File: src/rtl/decoder_pkg.sv
`default_nettype none
// ============================================================================
// Module      : decoder_pkg
// Description : Shared widths, types and idle-word helper for the 3-to-8 decoder.
// Revision    : 1.0 - initial release
// ============================================================================
package decoder_pkg;

  localparam int DEC_IN_W  = 3;
  localparam int DEC_OUT_W = 8;

  typedef logic [DEC_IN_W-1:0]  dec_code_t;
  typedef logic [DEC_OUT_W-1:0] dec_onehot_t;

  // Physical value driven when nothing is selected
  function automatic dec_onehot_t idle_word(input bit active_low);
    return active_low ? {DEC_OUT_W{1'b1}} : {DEC_OUT_W{1'b0}};
  endfunction

endpackage : decoder_pkg
`default_nettype wire

File: src/rtl/onehot_decode_core.sv
`default_nettype none
// ============================================================================
// Module      : onehot_decode_core
// Description : Combinational binary-to-one-hot decode (logical, active-high).
// Revision    : 1.0 - initial release
// ============================================================================
module onehot_decode_core
  import decoder_pkg::*;
(
  input  dec_code_t   code_in,
  output dec_onehot_t onehot
);

  for (genvar k = 0; k < DEC_OUT_W; k++) begin : g_line
    assign onehot[k] = (code_in == dec_code_t'(k));
  end

endmodule : onehot_decode_core
`default_nettype wire

File: src/rtl/decoder_3_to_8.sv
`default_nettype none
// ============================================================================
// Module      : decoder_3_to_8
// Description : Registered 3-to-8 decoder with enable and selectable polarity.
// Revision    : 1.0 - initial release
// ============================================================================
module decoder_3_to_8
  import decoder_pkg::*;
#(
  parameter bit OUT_ACTIVE_LOW = 1'b0
) (
  input  logic                 clk,
  input  logic                 rst,
  input  logic                 en,
  input  logic [DEC_IN_W-1:0]  code_in,
  output logic [DEC_OUT_W-1:0] code_out,
  output logic                 out_valid
);

  localparam dec_onehot_t C_IDLE = idle_word(OUT_ACTIVE_LOW);

  dec_onehot_t w_onehot;
  dec_onehot_t w_phys;
  dec_onehot_t r_code;
  logic        r_valid;

  onehot_decode_core u_core (
    .code_in (code_in),
    .onehot  (w_onehot)
  );

  if (OUT_ACTIVE_LOW) begin : g_active_low
    assign w_phys = ~w_onehot;
  end else begin : g_active_high
    assign w_phys = w_onehot;
  end

  // Reset wins over enable; both outputs come straight from flops
  always_ff @(posedge clk) begin
    if (rst) begin
      r_code  <= C_IDLE;
      r_valid <= 1'b0;
    end else if (en) begin
      r_code  <= w_phys;
      r_valid <= 1'b1;
    end else begin
      r_code  <= C_IDLE;
      r_valid <= 1'b0;
    end
  end

  assign code_out  = r_code;
  assign out_valid = r_valid;

endmodule : decoder_3_to_8
`default_nettype wire

File: config.mk
export PLATFORM = sky130hd
export DESIGN_NAME = decoder_3_to_8
export DESIGN_NICKNAME = d
export VERILOG_FILES = /design/src/rtl/decoder_pkg.sv /design/src/rtl/onehot_decode_core.sv /design/src/rtl/decoder_3_to_8.sv
export SDC_FILE = /design/constraint.sdc
export NUM_CORES = 1
export LEC_CHECK = 0
export BUFFER_PORTS_ARGS = -buffer_cell sky130_fd_sc_hd__buf_4
export CAP_MARGIN = 30
export CORE_AREA = 2 2 39 41
export CTS_BUF_LIST = sky130_fd_sc_hd__clkbuf_4 sky130_fd_sc_hd__clkbuf_8 sky130_fd_sc_hd__clkbuf_16
export CTS_CLUSTER_SIZE = 10
export DETAILED_ROUTE_END_ITERATION = 12
export DIE_AREA = 0 0 41 43
export PLACE_DENSITY_LB_ADDON = 0.15
export REMOVE_ABC_BUFFERS = 1
export SKIP_CTS_REPAIR_TIMING = 1
export SLEW_MARGIN = 20
export SYNTH_ARGS = -nofsm -noshare
export SYNTH_HDL_FRONTEND = slang
export SYNTH_HIERARCHICAL = 1
export SYNTH_SLANG_ARGS = --single-unit
File: constraint.sdc
create_clock -name clk -period 0.8 [get_ports clk]
set_input_delay 0.16 -clock clk [delete_from_list [all_inputs] [get_ports clk]]
set_output_delay 0.16 -clock clk [all_outputs]
set_load 0.01 [all_outputs]
==> key figures <==
Worst setup path
  – CP endpoint kind: output pin
  – Launching element type of the critical path: register
  – Data required time at the worst endpoint: 640 ps
  – Delay of the slowest cell on the worst path: 320 ps
  – Buffer and inverter count on the worst path: 1
  – Crit-path slowest cell: dfxtp_2
  – Series of cell instances along the critical path: buf_6
  – Arrival time of the worst setup path: 680 ps
  – Largest fanout of any net on the critical path: 1
  – WS Path Type: register to output pin
  – Critical path's top delay family: flip-flops

Cells and area
  – Relative area change from synthesis to final layout: 61.9%
  – Non-Filler Instances: 60
  – Filler cell count: 132
  – Number of diodes added for antenna fixing: 0
  – Number of nets in the layout: 51
  – Area of the multi-input gates: 141 µm²
  – Register area: 190 µm²
  – Final core utilization: 37.6%
  – Layout cell share with drive strength beyond 1: 68.2%

Drt
  – Post-detailed-route count of antenna-violating nets: 0
  – Iter 0 DRT Violations: 1
  – Via-per-instance ratio: 3.98
  – First-pass iteration count of the detailed router: 2
  – Detailed Route WL: 527 µm
  – Average wire per standard cell: 8.78 µm
  – Residual DRC count: 0
  – Overall via count from detail_route: 239

Pwr
  – Areal power density over the cells: 1750 mW/mm²
  – Total leakage power: 0.266 nW
  – Worst voltage drop across the vdd grid: 0.588 mV

Run status
  – Run status: finished with violations
  – Violations in the final reports: negative setup slack

Die
  – Die boundary height: 43 µm
  – Core outline area: 0.00138 mm²
  – Std-Cell Rows: 14
  – I/O pins: 15
  – Area enclosed by the die boundary: 0.00176 mm²
  – X dimension of the die: 41 µm
  – Effective utilization at floorplan: 23.2%

Clocking
  – Clock sink total: 9
  – Worst-case clock buffer depth: 2
  – Clock buffers created by TritonCTS: 3
  – Clock transition at the registers of the reported paths: 60 ps
  – Clock Tree Root: clkbuf_4
  – CTS H-Tree Depth: 1
  – CTS tree: done

Synthesis
  – Library cells used by synthesis: 7
  – Number of register bits inferred by synthesis: 9
  – Cell area after technology mapping: 322 µm²
  – Mean post-synth cell area: 12.4 µm²
  – Gate count of the mapped netlist: 26
  – Synthesis warning total: 6
  – Share of synthesized area occupied by flip-flops and latches: 56.0%

Timing
  – Unrepaired setup endpoints after global routing: true
  – Period minus WS final: 835 ps
  – Total count of max-transition violations in the final report: 0
  – Final hold violations: 0
  – Transition at the pin with the smallest max-transition slack: 147 ps
  – Headroom to the max-slew limit: 90.1%
  – Setup TNS Final: -245 ps
  – Crit path setup slack, layout: -35.2 ps
  – Period utilization: 104%
  – Final setup violation count: 9
  – Achievable Freq: 1.20 GHz

Global routing
  – Pin count of the biggest net entering global routing: 10
  – Initial antenna violation count: 0
  – All-Layer GR Usage: 7.35%
  – Global route overflow: 0
  – Global-route wire length before repair: 848 µm
  – Via count of the first global-routing pass: 214

Placed design
  – Final GP Congestion: 0.675
  – Pre-CTS setup slack: 18.4 ps
  – Cell total after placement: 56
  – Port Buffer Count: 14

Job
  – Max-cap violations: 0

Min path
  – Worst min-delay path class: primary input to register
[layout by cell type (no fill, tap or decap), drive strengths merged]
cell type / synthesis / routed
clkbuf: 0 / 4
and3: 1 / 1
buf: 0 / 14
nor3b: 3 / 3
dfxtp: 9 / 9
nor2b: 1 / 1
nor3: 1 / 1
and3b: 11 / 11
[registers in the layout, summed over array words and instances, names as in the netlist]
register   flops
out_valid      1
code_out       8
[per-stage QoR]
step / area, µm² / hold WS (ps) / total power, W
floorplan: 322 / 232 / 0.000499
global placement: 447 / 378 / 0.000550
detailed placement: 447 / 389 / 0.000552
CTS: 477 / 115 / 0.000920
global route: 520 / 119 / 0.000957
finish: 520 / 111 / 0.000908
[synthesized netlist by cell type]
master | instances | area (µm²)
nor3_1 | 1 | 5.00
nor3b_1 | 3 | 22.5
and3_2 | 1 | 7.51
dfxtp_1 | 9 | 180
nor2b_1 | 1 | 6.26
and3b_2 | 3 | 30.0
and3b_1 | 8 | 70.1
[layout make-up]
class	instances	area share [%]
flip-flops and latches	9	36.5
multi-input cells	17	27.2
repair buffers	14	26.7
clock buffers	4	5.77
well taps	16	3.85
[worst paths after layout]
check | slack [ps] | startpoint | to | cells after the start
max | -40 | code_out[4]$_SDFF_PP0_ | code_out[4] | 1
min | 110 | rst | out_valid$_SDFF_PP0_ | 2
[power by group]
part | internal (W) | leakage (nW) | switching (W) | total (W)
clock network | 0.000224 | 0.0184 | 0.000134 | 0.000358
logic | 0.0000526 | 0.170 | 0.0000341 | 0.0000867
registers | 0.000459 | 0.0768 | 0.00000388 | 0.000463
total | 0.000736 | 0.266 | 0.000172 | 0.000908
[routing by layer]
layer	share of wire (%)	GRT usage, %	vias up
li1	-	-	130
met1	45	9.09	99
met2	47	9.38	10
met3	7.6	3.14	0
met4	0	6.00	0
met5	0	0	-
[cell families (layout without fill, tap and decap cells)]
logic type / Yosys count / after routing / share of synthesized area (%)
buffers and inverters: 0 / 18 / 0
DFF: 9 / 9 / 56.0
and+or+nand+nor: 17 / 17 / 44.0
Power figures use the tool's default switching activity.
